$ cat config.mk
export PLATFORM = sky130hd
export DESIGN_NAME = ps2_key_fifo_rx_flat
export DESIGN_NICKNAME = d
export VERILOG_FILES = /design/src/rtl/ps2_key_fifo_rx_pkg.sv /design/src/rtl/ps2_key_fifo_rx_if.sv /design/src/rtl/ps2_key_fifo_rx_frame_rx.sv /design/src/rtl/ps2_key_fifo_rx.sv /design/src/flat_wrapper.sv
export SDC_FILE = /design/constraint.sdc
export NUM_CORES = 1
export LEC_CHECK = 0
export BUFFER_PORTS_ARGS = -buffer_cell sky130_fd_sc_hd__buf_2
export CORE_MARGIN = 2
export CORE_UTILIZATION = 40
export CTS_CLUSTER_DIAMETER = 120
export DETAILED_ROUTE_END_ITERATION = 6
export GPL_TIMING_DRIVEN = 0
export PLACE_DENSITY_LB_ADDON = 0.1
export RECOVER_POWER = 25
export SETUP_SLACK_MARGIN = 0.4
export SYNTH_ARGS = -nofsm -noshare
export SYNTH_HDL_FRONTEND = slang
export SYNTH_SLANG_ARGS = --single-unit
$ cat constraint.sdc
create_clock -name clk -period 4.05 [get_ports clk]
set_clock_uncertainty 0.2 [all_clocks]
set_input_delay 0.405 -clock clk [delete_from_list [all_inputs] [get_ports clk]]
set_output_delay 0.405 -clock clk [all_outputs]
set_load 0.01 [all_outputs]
$ cat src/rtl/ps2_key_fifo_rx_pkg.sv
// Shared PS/2 receiver types and constants: scan-code prefixes, FSM state
// encodings, queued key-event layout and the frame parity check.
package ps2_pkg;

  localparam logic [7:0] PS2_BREAK = 8'hF0;
  localparam logic [7:0] PS2_EXT   = 8'hE0;
  localparam logic [7:0] PS2_PAUSE = 8'hE1;
  localparam int         EVT_W     = 10;

  typedef enum logic [1:0] {
    IDLE   = 2'd0,
    DATA   = 2'd1,
    PARITY = 2'd2,
    STOP   = 2'd3
  } frame_state_t;

  typedef enum logic {
    D_IDLE   = 1'b0,
    D_PREFIX = 1'b1
  } dec_state_t;

  typedef struct packed {
    logic       ext;
    logic       brk;
    logic [7:0] code;
  } key_evt_t;

  // PS/2 uses odd parity over the eight data bits plus the parity bit
  function automatic logic odd_parity_ok(input logic [7:0] data, input logic par);
    return ((^{data, par}) == 1'b1);
  endfunction

endpackage

$ cat src/rtl/ps2_key_fifo_rx_if.sv
// Pico-side port bundle of the PS/2 key event queue.
// The receiver is the slave; the PicoBlaze input mux is the master.
interface ps2_key_fifo_rx_if #(
  parameter int CNT_W = 4
);
  logic             new_data_pico;
  logic             new_data;
  logic [7:0]       letra;
  logic             extended;
  logic             is_break;
  logic [CNT_W-1:0] count;
  logic             overflow;
  logic             frame_err;

  modport master (
    output new_data_pico,
    input  new_data, letra, extended, is_break, count, overflow, frame_err
  );

  modport slave (
    input  new_data_pico,
    output new_data, letra, extended, is_break, count, overflow, frame_err
  );
endinterface

$ cat src/rtl/ps2_key_fifo_rx_frame_rx.sv
// PS/2 line front end: synchronise and deglitch ps2c/ps2d, deframe 11-bit
// frames, check parity/stop bit and abort frames that stall.
module ps2_frame_rx
  import ps2_pkg::*;
#(
  parameter int FILTER_LEN  = 8,
  parameter int TIMEOUT_CYC = 20000
) (
  input  logic       clk,
  input  logic       reset,
  input  logic       ps2c,
  input  logic       ps2d,
  input  logic       rx_en,
  output logic       byte_valid,
  output logic [7:0] rx_byte,
  output logic       frame_err
);

  localparam int FLT_W = (FILTER_LEN > 2) ? $clog2(FILTER_LEN) : 1;
  localparam int TMO_W = $clog2(TIMEOUT_CYC + 1);

  logic [1:0]       c_sync_r;
  logic [1:0]       d_sync_r;
  logic             filt_r;
  logic [FLT_W-1:0] filt_cnt_r;
  logic             edge_s;
  logic             strobe_s;
  logic [TMO_W-1:0] tmo_cnt_r;
  logic             tmo_s;
  frame_state_t     state_r;
  frame_state_t     state_nx_s;
  logic [2:0]       bit_cnt_r;
  logic [7:0]       shift_r;
  logic             par_r;
  logic             shift_en_s;
  logic             par_en_s;
  logic             accept_s;
  logic             err_s;

  // Two-flop synchronisers; idle-high so reset never fakes a falling edge
  always_ff @(posedge clk) begin
    if (reset) begin
      c_sync_r <= 2'b11;
      d_sync_r <= 2'b11;
    end else begin
      c_sync_r <= {c_sync_r[0], ps2c};
      d_sync_r <= {d_sync_r[0], ps2d};
    end
  end

  // A level change is accepted on the FILTER_LEN-th consecutive differing sample
  assign edge_s   = (c_sync_r[1] != filt_r) && (filt_cnt_r == FLT_W'(FILTER_LEN - 1));
  assign strobe_s = edge_s && filt_r;
  assign tmo_s    = (state_r != IDLE) && !edge_s && (tmo_cnt_r == TMO_W'(TIMEOUT_CYC - 1));

  // Glitch filter on the synchronised clock line
  always_ff @(posedge clk) begin
    if (reset) begin
      filt_r     <= 1'b1;
      filt_cnt_r <= FLT_W'(0);
    end else if (c_sync_r[1] == filt_r) begin
      filt_cnt_r <= FLT_W'(0);
    end else if (edge_s) begin
      filt_r     <= c_sync_r[1];
      filt_cnt_r <= FLT_W'(0);
    end else begin
      filt_cnt_r <= filt_cnt_r + FLT_W'(1);
    end
  end

  // Stall timer: restarts on every filtered edge, idle while no frame is open
  always_ff @(posedge clk) begin
    if (reset) begin
      tmo_cnt_r <= TMO_W'(0);
    end else if (edge_s || tmo_s || (state_r == IDLE)) begin
      tmo_cnt_r <= TMO_W'(0);
    end else begin
      tmo_cnt_r <= tmo_cnt_r + TMO_W'(1);
    end
  end

  // Frame state register
  always_ff @(posedge clk) begin
    if (reset) begin
      state_r <= IDLE;
    end else begin
      state_r <= state_nx_s;
    end
  end

  // Frame next-state logic
  always_comb begin
    state_nx_s = state_r;
    if (tmo_s) begin
      state_nx_s = IDLE;
    end else if (strobe_s) begin
      case (state_r)
        IDLE:    state_nx_s = (!d_sync_r[1] && rx_en) ? DATA : IDLE;
        DATA:    state_nx_s = (bit_cnt_r == 3'd7) ? PARITY : DATA;
        PARITY:  state_nx_s = STOP;
        STOP:    state_nx_s = IDLE;
        default: state_nx_s = IDLE;
      endcase
    end else begin
      state_nx_s = state_r;
    end
  end

  // Frame output decode: shift/parity enables and stop-bit verdict
  always_comb begin
    shift_en_s = 1'b0;
    par_en_s   = 1'b0;
    accept_s   = 1'b0;
    err_s      = tmo_s;
    if (strobe_s) begin
      case (state_r)
        DATA:    shift_en_s = 1'b1;
        PARITY:  par_en_s   = 1'b1;
        STOP: begin
          accept_s = odd_parity_ok(shift_r, par_r) && d_sync_r[1];
          err_s    = !(odd_parity_ok(shift_r, par_r) && d_sync_r[1]);
        end
        default: shift_en_s = 1'b0;
      endcase
    end else begin
      shift_en_s = 1'b0;
    end
  end

  // Deframing datapath and registered result pulses
  always_ff @(posedge clk) begin
    if (reset) begin
      bit_cnt_r  <= 3'd0;
      shift_r    <= 8'd0;
      par_r      <= 1'b0;
      byte_valid <= 1'b0;
      rx_byte    <= 8'd0;
      frame_err  <= 1'b0;
    end else begin
      byte_valid <= accept_s;
      frame_err  <= err_s;
      if (accept_s) rx_byte <= shift_r;
      if (state_r == IDLE) begin
        bit_cnt_r <= 3'd0;
      end else if (shift_en_s) begin
        bit_cnt_r <= bit_cnt_r + 3'd1;
      end
      if (shift_en_s) shift_r <= {d_sync_r[1], shift_r[7:1]};
      if (par_en_s) par_r <= d_sync_r[1];
    end
  end

endmodule

$ cat src/rtl/ps2_key_fifo_rx.sv
// PS/2 keyboard receiver for the PicoBlaze: decodes E0/F0 prefixes into key
// events and buffers them in a small FIFO popped by the Pico acknowledge.
module ps2_key_fifo_rx
  import ps2_pkg::*;
#(
  parameter int FILTER_LEN  = 8,
  parameter int FIFO_DEPTH  = 8,
  parameter int TIMEOUT_CYC = 20000,
  parameter int REPORT_MAKE = 0
) (
  input  logic              clk,
  input  logic              reset,
  input  logic              ps2d,
  input  logic              ps2c,
  input  logic              rx_en,
  ps2_key_fifo_rx_if.slave  pico
);

  localparam int CNT_W = $clog2(FIFO_DEPTH) + 1;
  localparam int PTR_W = $clog2(FIFO_DEPTH);

  logic             byte_valid_s;
  logic [7:0]       rx_byte_s;
  logic             frame_err_s;
  dec_state_t       dec_r;
  dec_state_t       dec_nx_s;
  logic             ext_r;
  logic             brk_r;
  logic             ext_nx_s;
  logic             brk_nx_s;
  logic             emit_s;
  logic             wr_r;
  key_evt_t         wr_data_r;
  key_evt_t         mem_r [FIFO_DEPTH];
  logic [PTR_W-1:0] wr_ptr_r;
  logic [PTR_W-1:0] rd_ptr_r;
  logic [PTR_W-1:0] rd_ptr_nx_s;
  logic [CNT_W-1:0] cnt_r;
  logic [CNT_W-1:0] cnt_nx_s;
  key_evt_t         head_nx_s;
  logic             ack_r;
  logic             empty_s;
  logic             full_s;
  logic             pop_s;
  logic             push_s;
  logic             drop_s;
  logic             new_data_r;
  logic [7:0]       letra_r;
  logic             extended_r;
  logic             is_break_r;
  logic             overflow_r;

  ps2_frame_rx #(
    .FILTER_LEN  (FILTER_LEN),
    .TIMEOUT_CYC (TIMEOUT_CYC)
  ) u_frame (
    .clk        (clk),
    .reset      (reset),
    .ps2c       (ps2c),
    .ps2d       (ps2d),
    .rx_en      (rx_en),
    .byte_valid (byte_valid_s),
    .rx_byte    (rx_byte_s),
    .frame_err  (frame_err_s)
  );

  // Decoder state register with prefix flags
  always_ff @(posedge clk) begin
    if (reset) begin
      dec_r <= D_IDLE;
      ext_r <= 1'b0;
      brk_r <= 1'b0;
    end else begin
      dec_r <= dec_nx_s;
      ext_r <= ext_nx_s;
      brk_r <= brk_nx_s;
    end
  end

  // Decoder next-state logic
  always_comb begin
    dec_nx_s = dec_r;
    if (frame_err_s) begin
      dec_nx_s = D_IDLE;
    end else if (byte_valid_s) begin
      case (rx_byte_s)
        PS2_EXT, PS2_BREAK: dec_nx_s = D_PREFIX;
        default:            dec_nx_s = D_IDLE;
      endcase
    end else begin
      dec_nx_s = dec_r;
    end
  end

  // Decoder outputs: flag updates and event emission
  always_comb begin
    ext_nx_s = ext_r;
    brk_nx_s = brk_r;
    emit_s   = 1'b0;
    if (frame_err_s) begin
      ext_nx_s = 1'b0;
      brk_nx_s = 1'b0;
    end else if (byte_valid_s) begin
      case (rx_byte_s)
        PS2_EXT:   ext_nx_s = 1'b1;
        PS2_BREAK: brk_nx_s = 1'b1;
        PS2_PAUSE: begin
          ext_nx_s = 1'b0;
          brk_nx_s = 1'b0;
        end
        default: begin
          emit_s   = brk_r || (REPORT_MAKE != 0);
          ext_nx_s = 1'b0;
          brk_nx_s = 1'b0;
        end
      endcase
    end else begin
      emit_s = 1'b0;
    end
  end

  // Event write stage, one cycle behind the decoded byte
  always_ff @(posedge clk) begin
    if (reset) begin
      wr_r      <= 1'b0;
      wr_data_r <= '0;
    end else begin
      wr_r      <= emit_s;
      wr_data_r <= '{ext: ext_r, brk: brk_r, code: rx_byte_s};
    end
  end

  assign empty_s = (cnt_r == CNT_W'(0));
  assign full_s  = (cnt_r == CNT_W'(FIFO_DEPTH));
  assign pop_s   = pico.new_data_pico && !ack_r && !empty_s;
  assign push_s  = wr_r && (!full_s || pop_s);
  assign drop_s  = wr_r && full_s && !pop_s;

  // Next occupancy, read pointer and head entry as seen after this cycle
  always_comb begin
    cnt_nx_s    = cnt_r;
    rd_ptr_nx_s = rd_ptr_r;
    head_nx_s   = '0;
    if (pop_s) begin
      rd_ptr_nx_s = rd_ptr_r + PTR_W'(1);
    end else begin
      rd_ptr_nx_s = rd_ptr_r;
    end
    case ({push_s, pop_s})
      2'b10:   cnt_nx_s = cnt_r + CNT_W'(1);
      2'b01:   cnt_nx_s = cnt_r - CNT_W'(1);
      default: cnt_nx_s = cnt_r;
    endcase
    // If nothing older survives the pop, the entry being written is the new head
    if (cnt_nx_s == CNT_W'(0)) begin
      head_nx_s = '0;
    end else if ((cnt_r - CNT_W'(pop_s)) == CNT_W'(0)) begin
      head_nx_s = wr_data_r;
    end else begin
      head_nx_s = mem_r[rd_ptr_nx_s];
    end
  end

  // Event storage
  always_ff @(posedge clk) begin
    if (push_s) mem_r[wr_ptr_r] <= wr_data_r;
  end

  // FIFO control, ack edge detector and registered Pico-side outputs
  always_ff @(posedge clk) begin
    if (reset) begin
      ack_r      <= 1'b0;
      wr_ptr_r   <= PTR_W'(0);
      rd_ptr_r   <= PTR_W'(0);
      cnt_r      <= CNT_W'(0);
      new_data_r <= 1'b0;
      letra_r    <= 8'd0;
      extended_r <= 1'b0;
      is_break_r <= 1'b0;
      overflow_r <= 1'b0;
    end else begin
      ack_r      <= pico.new_data_pico;
      rd_ptr_r   <= rd_ptr_nx_s;
      cnt_r      <= cnt_nx_s;
      new_data_r <= (cnt_nx_s != CNT_W'(0));
      letra_r    <= head_nx_s.code;
      extended_r <= head_nx_s.ext;
      is_break_r <= head_nx_s.brk;
      if (push_s) wr_ptr_r <= wr_ptr_r + PTR_W'(1);
      if (drop_s) overflow_r <= 1'b1;
    end
  end

  assign pico.new_data  = new_data_r;
  assign pico.letra     = letra_r;
  assign pico.extended  = extended_r;
  assign pico.is_break  = is_break_r;
  assign pico.count     = cnt_r;
  assign pico.overflow  = overflow_r;
  assign pico.frame_err = frame_err_s;

endmodule

$ cat src/flat_wrapper.sv
// flat-port wrapper written by rule: the top's interface ports become plain ports
module ps2_key_fifo_rx_flat import ps2_pkg::*;
#(
  parameter int FILTER_LEN  = 8,
  parameter int FIFO_DEPTH  = 8,
  parameter int TIMEOUT_CYC = 20000,
  parameter int REPORT_MAKE = 0
)
  (clk, reset, ps2d, ps2c, rx_en, pico_new_data_pico, pico_new_data, pico_letra, pico_extended, pico_is_break, pico_count, pico_overflow, pico_frame_err);
  ps2_key_fifo_rx_if #(.CNT_W(4)) pico_i ();
  input  logic clk;
  input  logic reset;
  input  logic ps2d;
  input  logic ps2c;
  input  logic rx_en;
  input wire logic [$bits(pico_i.new_data_pico)-1:0] pico_new_data_pico;
  output wire logic [$bits(pico_i.new_data)-1:0] pico_new_data;
  output wire logic [$bits(pico_i.letra)-1:0] pico_letra;
  output wire logic [$bits(pico_i.extended)-1:0] pico_extended;
  output wire logic [$bits(pico_i.is_break)-1:0] pico_is_break;
  output wire logic [$bits(pico_i.count)-1:0] pico_count;
  output wire logic [$bits(pico_i.overflow)-1:0] pico_overflow;
  output wire logic [$bits(pico_i.frame_err)-1:0] pico_frame_err;
  assign pico_i.new_data_pico = pico_new_data_pico;
  assign pico_new_data = pico_i.new_data;
  assign pico_letra = pico_i.letra;
  assign pico_extended = pico_i.extended;
  assign pico_is_break = pico_i.is_break;
  assign pico_count = pico_i.count;
  assign pico_overflow = pico_i.overflow;
  assign pico_frame_err = pico_i.frame_err;
  ps2_key_fifo_rx #(.FILTER_LEN(FILTER_LEN), .FIFO_DEPTH(FIFO_DEPTH), .TIMEOUT_CYC(TIMEOUT_CYC), .REPORT_MAKE(REPORT_MAKE)) u_core (.clk(clk), .reset(reset), .ps2d(ps2d), .ps2c(ps2c), .rx_en(rx_en), .pico(pico_i));
endmodule
==> After elaboration in Yosys (flattened, before gate mapping) <==
Memory sizes are Yosys's and may differ from the RTL's.
Cells that the tools add are included.
{ "totals": {"regBits": 83, "ramBits": 80, "in_bits": 6, "output_inout_bits": 17, "n_memories": 1} }
{ "mem_list": {"columns": ["name", "words", "width", "rd", "rd_ports_with_merged_regs", "write_ports", "line", "rtl"], "rows": [
  ["u_core.mem_r", 8, 10, 1, 0, 1, "ps2_key_fifo_rx.sv:34", "key_evt_t mem_r [FIFO_DEPTH];"]
]} }
{ "classes": {"n_addsub": 8, "n_eq_ne": 14, "mux": 18, "n_bitwise": 4, "reduce_logical": 38} }
{ "ops": {"columns": ["operator", "count"], "rows": [
  ["$eq 8x8->1 const B", 3],
  ["$add 15x1->15 const B", 1],
  ["$eq 15x15->1 const B", 1],
  ["$add 3x1->3 const B", 4],
  ["$logic_not 4->1", 3],
  ["$logic_and 1x1->1", 11],
  ["$mux 1", 11],
  ["$mux 10", 1],
  ["$reduce_or 2->1", 5],
  ["$reduce_xor 9->1", 1],
  ["$pmux 2 s4", 1],
  ["$pmux 4 s2", 1],
  ["$logic_not 1->1", 7],
  ["$eq 2x2->1 const B", 3],
  ["$eq 3x3->1 const B", 2],
  ["$reduce_and 2->1", 3],
  ["$reduce_or 6->1", 1],
  ["$add 4x1->4 const B", 1],
  ["$eq 2x1->1 const B", 2],
  ["$eq 4x4->1 const B", 1],
  ["$not 1->1", 4],
  ["$pmux 1 s2", 2],
  ["$reduce_bool 4->1", 1],
  ["$sub 4x1->4", 1],
  ["9 further kinds", 11]
]} }

==> Logic depth before layout (Yosys ltp) <==
{ "depth": {"word_depth": 9, "depth_mapped": 14, "ltp_nobuf": 10} }

==> Modules after synthesis <==
From an unflattened synthesis, not the netlist that was laid out.
{ "hier_totals": {"cells_unflattened": 616, "hier_area_um2": 7362.1} }
{ "by_module_without_submodules": {"columns": ["module", "n_inst", "cells_per_inst", "area_each_um2"], "rows": [
  ["ps2_key_fifo_rx", 1, 396, 5357.6],
  ["ps2_frame_rx", 1, 220, 2004.4]
]} }

==> Worst setup path after synthesis <==
No wires, ideal clock.
{ "synth_timing": {"path_type": "reg-to-reg", "from": "reg u_core.cnt_r[0] (netlist: u_core.pico.count[0])", "to": "reg u_core.letra_r[1] (netlist: u_core.pico.letra[1])", "arrival_time_ps": 2771, "required_time_ps": 3725, "setup_slack_ps": 954, "stages_incl_launch_ff": 15, "n_path_buf": 4, "synth_period_minus_slack_ps": 3096, "path_cell_list": "dfxtp_1 > clkbuf_1 > or4_1 > nand2_1 > inv_2 > buf_1 > ha_1 > xnor2_1 > nand3_1 > and2_1 > clkbuf_1 > clkbuf_1 > o221ai_1 > o221ai_1 > a31oi_1"} }
{ "synth_via": {"elab_chain_cells": 9, "word_cells_on_any_way": 19, "classes_between": "add/sub (3); eq/ne (3); mux (3); reduce/logical (9); memory (1)"} }
{ "synth_lines": {"columns": ["element", "line", "rtl"], "rows": [
  ["start: declaration", "ps2_key_fifo_rx.sv:38", "logic [CNT_W-1:0] cnt_r;"],
  ["start signal: assignment", "ps2_key_fifo_rx.sv:184", "cnt_r <= cnt_nx_s;"],
  ["$logic_not 4->1", "ps2_key_fifo_rx.sv:133", "assign empty_s = (cnt_r == CNT_W'(0));"],
  ["$logic_not 1->1", "ps2_key_fifo_rx.sv:135", "assign pop_s = pico.new_data_pico && !ack_r && !empty_s;"],
  ["$logic_and 1x1->1", "ps2_key_fifo_rx.sv:135", null],
  ["$logic_or 1x1->1", "ps2_key_fifo_rx.sv:136", "assign push_s = wr_r && (!full_s || pop_s);"],
  ["$logic_and 1x1->1", "ps2_key_fifo_rx.sv:136", null],
  ["$eq 2x1->1 / $eq 2x2->1 (equally long branches)", "ps2_key_fifo_rx.sv:149", "case ({push_s, pop_s})"],
  ["$pmux 4 s2", "ps2_key_fifo_rx.sv:149", null],
  ["$logic_not 4->1", "ps2_key_fifo_rx.sv:155", "if (cnt_nx_s == CNT_W'(0)) begin"],
  ["$reduce_or 2->1 (no line)", null, null],
  ["end signal: assignment", "ps2_key_fifo_rx.sv:186", "letra_r <= head_nx_s.code;"],
  ["end: declaration", "ps2_key_fifo_rx.sv:48", "logic [7:0] letra_r;"]
]} }
Parallel ways exist; a longest one is shown, timed or not.
A chain may end at the register's enable or synchronous reset.

==> Worst setup path in the final report <==
Ends and elaborated chain as after synthesis.

==> run summary <==
I/O Buffers - 22
die height - 141.9 µm
cells after synthesis - 694
synth warn - 0
Max FO, Critical Path - 10
DR pass1 iterations - 6
CTS root buf - clkbuf_16
sequential element share of the synthesized area - 53.47%
RR Startpoint - u_core.pico.count[0]$_SDFF_PP0_
diode count - 0
Layout area overhead - 15.26%
RR Endpoint - u_core.pico.letra[1]$_SDFF_PP0_
clk_lat worst skew - 0.43 ns
vias in the first global route - 5637
Hold/Removal Path Class - input port to register
CTS sink count - 163
fraction of registers with async set/reset - 0%
Setup crit start kind - register
WP data arrival - 3.61 ns
worst-margin pin slew - 1.089 ns
Netlist cell types - 56
Num CTS Buffers - 17
Initial Util - 40.64%
Synth Area in Simple Gates - 13.48%
Synth Cell Area - 7601 µm²
top area cells in the synthesized netlist - edfxtp_1 (32%), dfxtp_1 (22%), mux2i_1 (10%)
Crit. End Element - register
Multi-input gate area - 3321 µm²
max-cap violation count - 0
worst hold slack - 0.04287 ns
Final ANT Viol Nets - 0
FF/Latch Area - 4064 µm²
largest family of logic cells by synthesized area - simple AND/OR/NAND/NOR gates
synthesized flop and latch total - 163
Min-Delay Endpoint - u_core.ack_r$_SDFF_PP0_
min cycle time layout - 3.473 ns
leakage - 2.949 nW
cell taking the most area after synthesis - edfxtp_1
Remaining Overflow, GRT - 0
RSZ-0062 raised after global routing - no
initial antenna violation count - 0
Synth Area in Compound Gates - 11.44%
share of the synthesized area in the top cell type - 31.60%
max-slew violations - 0
nets@finish - 755
DR vias - 5659
CORE AREA - 18710 µm²
Final Hold Vio Count - 0
Total Routing Usage GR - 20.06%
Die Wd - 141.9 µm
hold path start - pico_new_data_pico
HPWL Detailed - 13.41 mm
Post-synth EDFFs - 80
routability congestion estimate - 0.8727
final setup vio count - 0
syn_area_per_cell - 10.95 µm²
clock tree from TritonCTS - yes
share of cells above drive strength 1 - 15.54%
synth cell count leaders - dfxtp_1 (83), edfxtp_1 (80), mux2i_1 (78), nor2_1 (69), o21ai_0 (33)
most frequent cell after synthesis - dfxtp_1
VDD IR-drop max - 281.3 µV
CP Class - register to register
Max clock buf depth - 2
Post-Synth XOR/XNOR Area - 3.407%
Rel. slew slack - 27.16%
Post-Route WL - 19.34 mm
prevailing post-synth register cell - dfxtp_1
WP data required - 4.19 ns
Site Rows - 50
post-synthesis mux area share - 13.23%
# fillers - 1691
hold path depth - 2
post-synthesis adder-cell area fraction - 1.481%
Iter 0 DRT Violations - 447
P per Cell Area - 402.9 nW/µm²
first-pass GRT wire length - 30.42 mm
status - finished, final reports clean
R2R depth - 14
drt wl/cell - 19.60 µm
DRC - 0
clock-pin slew on the worst setup and hold paths - 0.06 ns
die area - 20120 µm²
Synth Net Count - 709
setup TNS - 0 ns
H-tree depth - 4
crit share post-route - 85.76%
Vias/cell - 5.734
max frequency - 287.9 MHz
R2R Setup Slk - 0.58 ns
Top Ports - 23
pin count of the biggest net entering global routing - 17
worst max-delay path, stage by stage, from the launching register on:
cell      delay, ns
dfxtp_1        0.32
clkbuf_1       0.20
or4_4          0.47
nand2_4        0.14
inv_2          0.10
buf_2          0.23
ha_1           0.24
xnor2_2        0.20
nand3_2        0.14
and2_1         0.19
clkbuf_2       0.21
clkbuf_4       0.25
o221ai_1       0.09
o221ai_1       0.17
a31oi_1        0.23
area by class of cell:
class,count,share of cell area [%]
Sequential cell,163,46.39
Tap cell,234,3.342
Timing Repair Buffer,27,1.785
Multi-Input combinational cell,471,37.90
Clock inverter,14,2.542
Inverter,13,0.5570
Buffer,47,2.585
Clock buffer,18,4.899
placed cells by master, fill, tap and decap left out, types with 7 or more instances in the layout:
cell       count
a211oi_1      19
a21oi_1       22
a31oi_1       11
buf_2         37
clkbuf_1      22
clkbuf_16     17
dfxtp_1       83
edfxtp_1      80
ha_1           9
inv_1         12
mux2_2        20
mux2i_1       78
nand2_1       21
nand2b_1       7
nand3_1       23
nor2_1        69
nor2b_1       14
nor3_1        26
nor4_1        14
o21ai_0       33
o221ai_1      19
o31ai_1        9
xnor2_1       16
xor2_1        10
state kept, by name, indices dropped and copies added, names as in the netlist, 2 cells and up, named ones only:
signal	count
u_core.mem_r	80
u_core.u_frame.tmo_cnt_r	15
u_core.wr_data_r	10
u_core.pico.letra	8
u_core.u_frame.rx_byte	8
u_core.u_frame.shift_r	8
u_core.pico.count	4
u_core.rd_ptr_r	3
u_core.u_frame.bit_cnt_r	3
u_core.u_frame.filt_cnt_r	3
u_core.wr_ptr_r	3
u_core.u_frame.c_sync_r	2
u_core.u_frame.d_sync_r	2
report_power, final:
group          internal [mW]  switching [mW]
clock                   1.11           0.673
sequential              1.72         0.00153
combinational         0.0106          0.0239
layer usage:
| layer | vias to the layer above | part of all wire, % | track usage, % |
|---|---|---|---|
| met5 | - | 0 | 0 |
| met3 | 30 | 6.5 | 4.489 |
| met4 | 0 | 2.1 | 8.263 |
| li1 | 2673 | - | - |
| met1 | 2743 | 45 | 26.17 |
| met2 | 213 | 47 | 32.42 |
kinds of logic (layout without fill, tap and decap cells):
logic type               count (synthesis)  count (layout)
adder cells (fa/ha/maj)                  9               9
flip-flops                             163             163
multiplexers                            98              98
XOR/XNOR                                28              28
buffers and inverters                   60             119
AO/OA/AOI/OAI                          130             130
AND/OR/NAND/NOR                        206             206
stage by stage:
| step | total power [mW] | worst slack (ns) | instances | area, µm² | utilization (%) |
|---|---|---|---|---|---|
| 3_5_place_dp | 1.786 | -0.2375 | 952 | 8033 | 42.94 |
| 4_1_cts | 3.566 | 0.4642 | 986 | 8736 | 46.70 |
| 5_1_grt | 3.636 | 0.4143 | 987 | 8761 | 46.84 |
| 3_3_place_gp | 1.785 | -0.1911 | 950 | 8004 | 42.79 |
| 2_1_floorplan | 1.772 | 0.9535 | 694 | 7601 | - |
| 6_report | 3.530 | 0.5769 | 987 | 8761 | 46.84 |
how the worst max path moves through the flow:
stage / cells after the start / endpoint / start
after floorplan: 14 / u_core.pico.letra[1]$_SDFF_PP0_ / u_core.pico.count[0]$_SDFF_PP0_
after global placement: 12 / u_core.pico.letra[1]$_SDFF_PP0_ / pico_new_data_pico
after detailed placement: 12 / u_core.pico.letra[1]$_SDFF_PP0_ / pico_new_data_pico
after CTS: 13 / u_core.pico.letra[1]$_SDFF_PP0_ / u_core.pico.count[2]$_SDFF_PP0_
after global routing: 13 / u_core.pico.letra[1]$_SDFF_PP0_ / u_core.pico.count[2]$_SDFF_PP0_
final: 14 / u_core.pico.letra[1]$_SDFF_PP0_ / u_core.pico.count[0]$_SDFF_PP0_
timing repair:
item                                   in CTS  in global routing
setup endpoints to repair                   9                  5
pin swaps                                   0                  1
buffers inserted                            0                  1
hold buffers                                2                  0
gates resized for setup                     8                  7
endpoints found under the hold margin       2                  0
Note: power is estimated with default switching activity, not from simulation.
